==> src/rtl/lsu_mem_ctrl_if.sv <==
// Request/response and data_memory bus between an RV32I load/store unit and lsu_mem_ctrl.
// master = requester + memory side, slave = the controller.
interface lsu_mem_ctrl_if #(
   parameter int ADDR_W = 32,
   parameter int DATA_W = 32
);
   logic              req_valid;
   logic              req_ready;
   logic              req_we;
   logic [2:0]        req_funct3;
   logic [ADDR_W-1:0] req_addr;
   logic [DATA_W-1:0] req_wdata;
   logic              rsp_valid;
   logic [DATA_W-1:0] rsp_rdata;
   logic              rsp_err;
   logic [ADDR_W-1:0] mem_A;
   logic [DATA_W-1:0] mem_WriteData;
   logic              mem_WE;
   logic [DATA_W-1:0] mem_ReadData;

   modport master (
      output req_valid, req_we, req_funct3, req_addr, req_wdata, mem_ReadData,
      input  req_ready, rsp_valid, rsp_rdata, rsp_err, mem_A, mem_WriteData, mem_WE
   );

   modport slave (
      input  req_valid, req_we, req_funct3, req_addr, req_wdata, mem_ReadData,
      output req_ready, rsp_valid, rsp_rdata, rsp_err, mem_A, mem_WriteData, mem_WE
   );
endinterface

==> src/rtl/lsu_mem_ctrl.sv <==
// RV32I load/store to word-only data_memory: lane extract/extend for loads, RMW for SB/SH.
// LSU_MISALIGN_TRAP_EN: misaligned accesses error out instead of being forced aligned.
module lsu_mem_ctrl #(
   parameter int ADDR_W = 32,
   parameter int DATA_W = 32
) (
   input  logic          clk,
   input  logic          rst_n,
   lsu_mem_ctrl_if.slave bus
);
   typedef enum logic [2:0] {IDLE, LD, ST_RD, ST_WR, RSP} state_t;

   state_t      state;
   logic [2:0]  funct3;
   logic [1:0]  addrLo;
   logic [15:0] wdata;

   logic              legal, reqErr;
   logic [ADDR_W-1:0] reqAddrEff;
   logic [4:0]        sh;
   logic [DATA_W-1:0] rdShift, ldData, laneMask, merged;

   always_comb begin
      legal      = bus.req_we ? (bus.req_funct3 inside {3'd0, 3'd1, 3'd2})
                              : (bus.req_funct3 inside {3'd0, 3'd1, 3'd2, 3'd4, 3'd5});
      reqAddrEff = bus.req_addr;
`ifdef LSU_MISALIGN_TRAP_EN
      reqErr = !legal ||
               (bus.req_funct3[1:0] == 2'd1 && bus.req_addr[0]) ||
               (bus.req_funct3[1:0] == 2'd2 && bus.req_addr[1:0] != 2'b00);
`else
      reqErr = !legal;
      // drop the address bits below the access size rather than trapping
      if (bus.req_funct3[1:0] == 2'd1)      reqAddrEff[0]   = 1'b0;
      else if (bus.req_funct3[1:0] == 2'd2) reqAddrEff[1:0] = 2'b00;
`endif
   end

   always_comb begin
      sh      = {addrLo, 3'b000};
      rdShift = bus.mem_ReadData >> sh;
      case (funct3)
         3'd0:    ldData = {{(DATA_W-8){rdShift[7]}}, rdShift[7:0]};
         3'd1:    ldData = {{(DATA_W-16){rdShift[15]}}, rdShift[15:0]};
         3'd4:    ldData = {{(DATA_W-8){1'b0}}, rdShift[7:0]};
         3'd5:    ldData = {{(DATA_W-16){1'b0}}, rdShift[15:0]};
         default: ldData = rdShift;
      endcase
      laneMask = (funct3[0] ? DATA_W'(16'hFFFF) : DATA_W'(8'hFF)) << sh;
      merged   = (bus.mem_ReadData & ~laneMask) | ((DATA_W'(wdata) << sh) & laneMask);
   end

   assign bus.req_ready = (state == IDLE);
   // a reset landing in the write cycle must kill the write on that same edge
   assign bus.mem_WE    = (state == ST_WR) && rst_n;

   always_ff @(posedge clk) begin
      if (!rst_n) begin
         state             <= IDLE;
         funct3            <= '0;
         addrLo            <= '0;
         wdata             <= '0;
         bus.rsp_valid     <= 1'b0;
         bus.rsp_rdata     <= '0;
         bus.rsp_err       <= 1'b0;
         bus.mem_A         <= '0;
         bus.mem_WriteData <= '0;
      end else begin
         bus.rsp_valid <= 1'b0;
         case (state)
            IDLE: if (bus.req_valid) begin
               funct3 <= bus.req_funct3;
               addrLo <= reqAddrEff[1:0];
               wdata  <= bus.req_wdata[15:0];
               if (reqErr) begin
                  state         <= RSP;
                  bus.rsp_valid <= 1'b1;
                  bus.rsp_err   <= 1'b1;
                  bus.rsp_rdata <= '0;
               end else begin
                  bus.rsp_err <= 1'b0;
                  bus.mem_A   <= {reqAddrEff[ADDR_W-1:2], 2'b00};
                  if (!bus.req_we) state <= LD;
                  else if (bus.req_funct3[1:0] == 2'd2) begin
                     state             <= ST_WR;
                     bus.mem_WriteData <= bus.req_wdata;
                  end else state <= ST_RD;
               end
            end
            LD: begin
               bus.rsp_rdata <= ldData;
               bus.rsp_valid <= 1'b1;
               state         <= RSP;
            end
            ST_RD: begin
               bus.mem_WriteData <= merged;
               state             <= ST_WR;
            end
            ST_WR: begin
               bus.rsp_rdata <= '0;
               bus.rsp_valid <= 1'b1;
               state         <= RSP;
            end
            default: state <= IDLE;
         endcase
      end
   end
endmodule

==> src/flat_wrapper.sv <==
// flat-port wrapper written by rule: the top's interface ports become plain ports
module lsu_mem_ctrl_flat 
#(
   parameter int ADDR_W = 32,
   parameter int DATA_W = 32
)
  (clk, rst_n, bus_req_valid, bus_req_we, bus_req_funct3, bus_req_addr, bus_req_wdata, bus_mem_ReadData, bus_req_ready, bus_rsp_valid, bus_rsp_rdata, bus_rsp_err, bus_mem_A, bus_mem_WriteData, bus_mem_WE);
  lsu_mem_ctrl_if #(.ADDR_W(ADDR_W), .DATA_W(DATA_W)) bus_i ();
  input  logic clk;
  input  logic rst_n;
  input wire logic [$bits(bus_i.req_valid)-1:0] bus_req_valid;
  input wire logic [$bits(bus_i.req_we)-1:0] bus_req_we;
  input wire logic [$bits(bus_i.req_funct3)-1:0] bus_req_funct3;
  input wire logic [$bits(bus_i.req_addr)-1:0] bus_req_addr;
  input wire logic [$bits(bus_i.req_wdata)-1:0] bus_req_wdata;
  input wire logic [$bits(bus_i.mem_ReadData)-1:0] bus_mem_ReadData;
  output wire logic [$bits(bus_i.req_ready)-1:0] bus_req_ready;
  output wire logic [$bits(bus_i.rsp_valid)-1:0] bus_rsp_valid;
  output wire logic [$bits(bus_i.rsp_rdata)-1:0] bus_rsp_rdata;
  output wire logic [$bits(bus_i.rsp_err)-1:0] bus_rsp_err;
  output wire logic [$bits(bus_i.mem_A)-1:0] bus_mem_A;
  output wire logic [$bits(bus_i.mem_WriteData)-1:0] bus_mem_WriteData;
  output wire logic [$bits(bus_i.mem_WE)-1:0] bus_mem_WE;
  assign bus_i.req_valid = bus_req_valid;
  assign bus_i.req_we = bus_req_we;
  assign bus_i.req_funct3 = bus_req_funct3;
  assign bus_i.req_addr = bus_req_addr;
  assign bus_i.req_wdata = bus_req_wdata;
  assign bus_i.mem_ReadData = bus_mem_ReadData;
  assign bus_req_ready = bus_i.req_ready;
  assign bus_rsp_valid = bus_i.rsp_valid;
  assign bus_rsp_rdata = bus_i.rsp_rdata;
  assign bus_rsp_err = bus_i.rsp_err;
  assign bus_mem_A = bus_i.mem_A;
  assign bus_mem_WriteData = bus_i.mem_WriteData;
  assign bus_mem_WE = bus_i.mem_WE;
  lsu_mem_ctrl #(.ADDR_W(ADDR_W), .DATA_W(DATA_W)) u_core (.clk(clk), .rst_n(rst_n), .bus(bus_i));
endmodule
==> config.mk <==
export PLATFORM = sky130hd
export DESIGN_NAME = lsu_mem_ctrl_flat
export DESIGN_NICKNAME = d
export VERILOG_FILES = /design/src/rtl/lsu_mem_ctrl_if.sv /design/src/rtl/lsu_mem_ctrl.sv /design/src/flat_wrapper.sv
export SDC_FILE = /design/constraint.sdc
export NUM_CORES = 1
export LEC_CHECK = 0
export BUFFER_PORTS_ARGS = -buffer_cell sky130_fd_sc_hd__buf_4
export CORE_ASPECT_RATIO = 0.9
export CORE_MARGIN = 2
export CORE_UTILIZATION = 45
export CTS_CLUSTER_SIZE = 30
export DETAILED_ROUTE_END_ITERATION = 12
export PLACE_DENSITY = 0.82
export SYNTH_ARGS = -nofsm -noshare
export SYNTH_HDL_FRONTEND = slang
export SYNTH_SLANG_ARGS = --single-unit
==> constraint.sdc <==
create_clock -name clk -period 2.5 [get_ports clk]
set_clock_uncertainty 0.15 [all_clocks]
set_input_delay 0.375 -clock clk [delete_from_list [all_inputs] [get_ports clk]]
set_output_delay 0.375 -clock clk [all_outputs]
set_load 0.01 [all_outputs]
==> results.tsv, run 1 <==
metric	value	unit
status	complete, no violations	
# resized after CTS	0	
Total Wirelength	18300	µm
Clock Sinks	120	
mapped cell area	5800	µm²
TritonCTS Buffers	17	
Synth Warn #	0	
Vias/cell	5.65	
first-pass GRT wire length	28100	µm
DR WL/cell	17.7	µm
Hold Crit Class	input pin to flip-flop	
PD cells	686	nW/µm²
Post-Syn Area per Cell	8.54	µm²
worst-case clock buffer depth	2	
die width	124	µm
async set-reset flop share out of synthesis	0	
clock transition at the registers of the reported paths	60	ps
largest net degree at the start of global routing	49	
Cell Rows	39	
Tmin final	2220	ps
antenna-violating nets left	0	
Worst Path Arrival	2400	ps
via count	5849	
Yosys reg bits	120	
most frequent cells in the layout	buf_4 (219), nand2_1 (152), dfxtp_1 (119)	
1st-iter DRT viols	586	
Die H	112	µm
I/O Buffers	200	
reg2reg end	u_core.bus.mem_WriteData[15]$_SDFFE_PN0P_	
GRT overflow	0	
EDFF count, synth	0	
root buf cell	clkbuf_16	
synthesis-to-layout area growth	38.3	%
max incr delay on CP	690	ps
Setup Fix Bufs, Post-CTS	0	
Critical Path Start Type	flip-flop	
worst skew pair latency	420	ps
Max-cap violations	0	
WP data required	2680	ps
post-route setup TNS	0	ps
FMAX	450	MHz
Seq/Total Area, Yosys	0.414	
reg-to-reg slack, setup	280	ps
VDD IR-drop max	0.000566	V
Final HPWL DP	13400	µm
Final #Nets	962	
CTS tree	yes	
Die ar.	13800	µm²
CTS Hold Bufs	0	
fillers	1064	
crit-path leading delay family	simple AND/OR/NAND/NOR gates	
crit path max-delay cell type	or3b_2	
final number of setup-violating endpoints	0	
Slew Viols, Final	0	
CP Max Fanout	48	
R2R cell count	5	
Hold EP	u_core.bus.mem_A[6]$_SDFFE_PN0P_	
Hold Crit Depth	3	
1st-pass router iterations	5	
Max-slew headroom	0.622	
hold_sp	bus_req_addr[6]	
vias in the first global route	5456	
worst path cell trace	or3b_2 -> o31ai_4 -> buf_12 -> o21ai_0 -> a31oi_1	
layout cells sized above 1	0.325	
DRC	0	
Setup crit end kind	flip-flop	
total track usage	0.263	
Crit path buffers/inverters	1	
H-tree depth	4	
worst r2r src	u_core.state[1]$_SDFFE_PN0P_	
commonest non-fill, non-tap cell in the layout	buf_4	
Ports	203	
Leakage	3.40	nW
Synth cell types	53	
kind of critical path	flip-flop to flip-flop	
Post-Synthesis Cells	679	
Worst-Margin Slew	566	ps
Initial Utilization	0.459	
core footprint	12600	µm²
worst hold margin	50.7	ps
initial antenna violation count	0	
predominant post-synthesis flop cell	dfxtp_1	
RePlAce Congestion	0.939	
Fin. Hold Viols	0	
RSZ-0062 raised after global routing	no	
period utilisation layout	0.888	
# diodes	0	
-- registers in the layout, summed over array words and instances (netlist names) --
name	cells
u_core.bus.mem_WriteData	32
u_core.wdata	16
u_core.bus.rsp_rdata	32
u_core.funct3	3
u_core.addrLo	2
u_core.state	3
u_core.bus.mem_A	30
u_core.bus.rsp_valid	1
u_core.bus.rsp_err	1
-- synthesized netlist by cell type (4+ instances only) --
master     count  share of area
inv_1          4         0.0026
clkbuf_1      39          0.025
o2bb2ai_1      7          0.011
a21boi_1       4         0.0052
a32o_1         7          0.012
mux2_2        10          0.019
a21oi_1       18          0.016
nor3b_1        8          0.010
mux2i_1       29          0.050
a221o_1        9          0.016
a211oi_1       7         0.0091
a31oi_1       26          0.028
a211o_1        7          0.011
buf_2         14          0.012
nand2_1      152          0.098
a21boi_0      47          0.061
nand3b_1       7         0.0091
o211ai_1      14          0.018
o21ai_0       56          0.048
o32ai_2        7          0.020
nand2b_1       4         0.0043
dfxtp_1      120           0.41
nor2_1        24          0.016
nor2b_1       17          0.018
-- cell type report --
cell class | instances | area [µm²] | share of cell area
timing repair buffer | 220 | 1660 | 0.208
sequential | 120 | 2400 | 0.300
clock buffer | 18 | 439 | 0.0548
inverter | 5 | 18.8 | 0.00234
clock inverter | 14 | 174 | 0.0217
multi-input combinational | 495 | 3110 | 0.388
tap | 164 | 205 | 0.0256
-- per-stage QoR --
step | util | worst slack (ps) | instances | area (µm²) | power [mW]
finish | 0.634 | 279 | 1036 | 8020 | 5.50
global route | 0.634 | 218 | 1036 | 8020 | 5.71
CTS | 0.634 | 293 | 1036 | 8020 | 5.51
detailed placement | 0.586 | 357 | 1004 | 7410 | 3.01
global placement | 0.586 | 446 | 1004 | 7410 | 3.00
floorplan | - | 520 | 680 | 5800 | 2.60
-- cell families (layout without fill, tap and decap cells) --
| group | Yosys count | after routing | share of synthesized area |
|---|---|---|---|
| buf+inv | 65 | 257 | 0.0509 |
| flops | 120 | 120 | 0.414 |
| other cells | 1 | 2 | 0.000647 |
| mux | 42 | 42 | 0.0772 |
| compound gates | 221 | 221 | 0.274 |
| simple gates | 230 | 230 | 0.183 |
-- tightest hold or removal path: cells and delay by family --
family          cells  cell delay [ps]
buf+inv             1              110
simple gates        1               40
compound gates      1               50
-- layer usage --
layer | up-vias | track usage | part of all wire
li1 | 2790 | - | -
met5 | - | 0 | 0
met4 | 0 | 0.103 | 0.030
met1 | 2706 | 0.333 | 0.40
met3 | 47 | 0.0897 | 0.11
met2 | 306 | 0.410 | 0.46
-- where the power goes --
group,switching (mW),internal (mW)
Combinational,0.468,0.408
Sequential,0.0881,2.02
Clock,0.921,1.60
Total,1.48,4.03
-- worst max-delay path by stage --
stage	cells past startpoint	from	to	slack, ps
finish	5	u_core.state[1]$_SDFFE_PN0P_	u_core.bus.mem_WriteData[15]$_SDFFE_PN0P_	280
global route	5	u_core.state[1]$_SDFFE_PN0P_	u_core.bus.mem_WriteData[15]$_SDFFE_PN0P_	220
CTS	5	u_core.state[1]$_SDFFE_PN0P_	u_core.bus.mem_WriteData[15]$_SDFFE_PN0P_	290
detailed placement	6	bus_req_funct3[2]	u_core.bus.mem_WriteData[28]$_SDFFE_PN0P_	360
global placement	5	u_core.addrLo[0]$_SDFFE_PN0P_	u_core.bus.mem_WriteData[23]$_SDFFE_PN0P_	450
floorplan	6	u_core.addrLo[0]$_SDFFE_PN0P_	u_core.bus.rsp_rdata[19]$_SDFFE_PN0P_	520
Note: power is estimated with default switching activity, not from simulation.
==> run 2: changes to the inputs <==
--- a/config.mk
+++ b/config.mk
@@ -6,12 +6,14 @@
 export NUM_CORES = 1
 export LEC_CHECK = 0
 export BUFFER_PORTS_ARGS = -buffer_cell sky130_fd_sc_hd__buf_4
+export CELL_PAD_IN_SITES_DETAIL_PLACEMENT = 1
+export CELL_PAD_IN_SITES_GLOBAL_PLACEMENT = 1
 export CORE_ASPECT_RATIO = 0.9
 export CORE_MARGIN = 2
-export CORE_UTILIZATION = 45
+export CORE_UTILIZATION = 36
 export CTS_CLUSTER_SIZE = 30
 export DETAILED_ROUTE_END_ITERATION = 12
-export PLACE_DENSITY = 0.82
+export PLACE_DENSITY = 0.89
 export SYNTH_ARGS = -nofsm -noshare
 export SYNTH_HDL_FRONTEND = slang
 export SYNTH_SLANG_ARGS = --single-unit
==> run 2 against run 1 <==
  * First-iteration DRC count down 46%
  * Register-to-register slack got worse by 40 ps
  * Total power down 4.0%
  * Sequential share of layout area about the same
  * Worst hold slack improved by 3.5 ps
  * Setup slack got worse by 36 ps
  * Routed wire length increased by 14%
  * Largest cell class unchanged
  * Largest power group unchanged
==> results.tsv, run 2 (synthesized netlist as in run 1, its figures left out) <==
metric	value	unit	change
commonest non-fill, non-tap cell in the layout	buf_4		unchanged
1st-iter DRT viols	315		was 586
Slew Viols, Final	0		unchanged
clock transition at the registers of the reported paths	60	ps	about the same
total track usage	0.245		was 0.263
H-tree depth	4		unchanged
CTS tree	yes		unchanged
initial antenna violation count	0		unchanged
Final #Nets	965		was 962
Max-slew headroom	0.579		was 0.622
Setup WS post-layout	243	ps	was 279 ps
Vias/cell	5.48		was 5.65
Worst Path Arrival	2440	ps	was 2400 ps
Setup crit end kind	flip-flop		unchanged
worst hold margin	54.1	ps	was 50.7 ps
# resized after CTS	0		unchanged
PD cells	659	nW/µm²	was 686 nW/µm²
Max-cap violations	0		unchanged
placed insts	1050		was 1004
status	complete, no violations		unchanged
Register Area	2400	µm²	unchanged
area of the multi-input gates	3110	µm²	unchanged
WP data required	2680	ps	about the same
Setup Fix Bufs, Post-CTS	0		unchanged
kind of critical path	flip-flop to flip-flop		unchanged
period utilisation layout	0.903		was 0.888
Largest regs	u_core.bus.mem_WriteData (32), u_core.bus.rsp_rdata (32), u_core.bus.mem_A (30)		unchanged
Initial Utilization	0.363		was 0.459
antenna-violating nets left	0		unchanged
first-pass GRT wire length	32500	µm	was 28100 µm
die width	138	µm	was 124 µm
worst skew pair latency	410	ps	was 420 ps
VDD IR-drop max	0.000499	V	was 0.000566 V
Ports	203		unchanged
Worst-Margin Slew	629	ps	was 566 ps
Final Non-Filler Cells	1080		was 1036
gr busiest metal	met2		unchanged
worst path cell trace	or3b_2 -> o31ai_4 -> buf_12 -> o21ai_0 -> a31oi_1		unchanged
FMAX	443	MHz	was 450 MHz
GRT overflow	0		unchanged
GR Util met1	0.301		was 0.333
Die ar.	17100	µm²	was 13800 µm²
Leakage	3.38	nW	was 3.40 nW
CTS Hold Bufs	0		unchanged
Total Wirelength	20900	µm	was 18300 µm
I/O Buffers	200		unchanged
root buf cell	clkbuf_16		unchanged
max incr delay on CP	720	ps	was 690 ps
via count	5916		was 5849
met2 Use GR	0.402		was 0.410
DR WL/cell	19.4	µm	was 17.7 µm
worst-case clock buffer depth	2		unchanged
Tmin final	2260	ps	was 2220 ps
fillers	1863		was 1064
layout cells sized above 1	0.323		was 0.325
# diodes	0		unchanged
TritonCTS Buffers	17		unchanged
Critical Path Start Type	flip-flop		unchanged
DRC	0		unchanged
vias in the first global route	6088		was 5456
largest net degree at the start of global routing	49		unchanged
Cell Rows	44		was 39
Die H	124	µm	was 112 µm
Hold Crit Class	input pin to flip-flop		unchanged
core footprint	16000	µm²	was 12600 µm²
1st-pass router iterations	5		unchanged
crit path max-delay cell type	or3b_2		unchanged
Fin. Hold Viols	0		unchanged
Clock Sinks	120		unchanged
Final HPWL DP	15500	µm	was 13400 µm
worst slack, placed	303	ps	was 357 ps
RePlAce Congestion	0.888		was 0.939
met3 global-route usage	0.0761		was 0.0897
post-route setup TNS	0	ps	unchanged
RSZ-0062 raised after global routing	no		unchanged
final number of setup-violating endpoints	0		unchanged
synthesis-to-layout area growth	38.3	%	about the same
CP Max Fanout	48		unchanged
most frequent cells in the layout	buf_4 (222), nand2_1 (152), dfxtp_1 (119)		was buf_4 (219), nand2_1 (152), dfxtp_1 (119)
run 2: changes by cell type in the layout (fill, tap and decap cells not counted), sizes merged:
| cell | previous run | this run |
|---|---|---|
| buf | 220 | 223 |
| bufinv | 3 | 1 |
| clkinvlp | 4 | 3 |
| inv | 6 | 4 |
| clkbuf | 18 | 21 |
run 2: final timing paths:
| kind | start | end | slack, ps | cells after the start |
|---|---|---|---|---|
| worst min register to register | u_core.bus.mem_A[6]$_SDFFE_PN0P_ | u_core.bus.mem_A[6]$_SDFFE_PN0P_ | 300 | 2 |
| worst max register to register | u_core.state[1]$_SDFFE_PN0P_ | u_core.bus.mem_WriteData[24]$_SDFFE_PN0P_ | 240 | 5 |
| worst min-delay path | bus_req_addr[20] | u_core.bus.mem_A[20]$_SDFFE_PN0P_ | 50 | 3 |
| worst max-delay path | u_core.state[1]$_SDFFE_PN0P_ | u_core.bus.mem_WriteData[24]$_SDFFE_PN0P_ | 240 | 5 |
run 2: where the power goes:
group	switching, mW	internal, mW	total (mW)
Combinational	0.492	0.413	0.905
Sequential	0.0885	2.02	2.11
Clock	0.873	1.40	2.27
Total	1.45	3.83	5.29
run 2: layout make-up:
type,instances,area share
well taps,207,0.0323
repair buffers,223,0.210
multi-input cells,495,0.388
inverters,5,0.00234
flip-flops and latches,120,0.300
clock inverters,9,0.00967
clock buffers,21,0.0574
run 2: worst max-delay path: cells and delay by family (launching register included):
kind | cells | cell delay, ps
buffers and inverters | 1 | 250
AO/OA/AOI/OAI | 3 | 500
flip-flops | 1 | 530
AND/OR/NAND/NOR | 1 | 720
run 2: layer usage:
layer / wire (µm) / share of wire
met4: 503 / 0.024
met3: 1810 / 0.086
met1: 8820 / 0.42
met2: 9810 / 0.47
met5: 0 / 0
run 2: metrics by stage:
stage / utilization / total power, mW / area, µm²
after global placement: 0.469 / 3.02 / 7480
final: 0.502 / 5.29 / 8020
after global routing: 0.502 / 5.51 / 8020
after detailed placement: 0.469 / 3.05 / 7480
after floorplan: - / 2.60 / 5800
after CTS: 0.502 / 5.32 / 8020
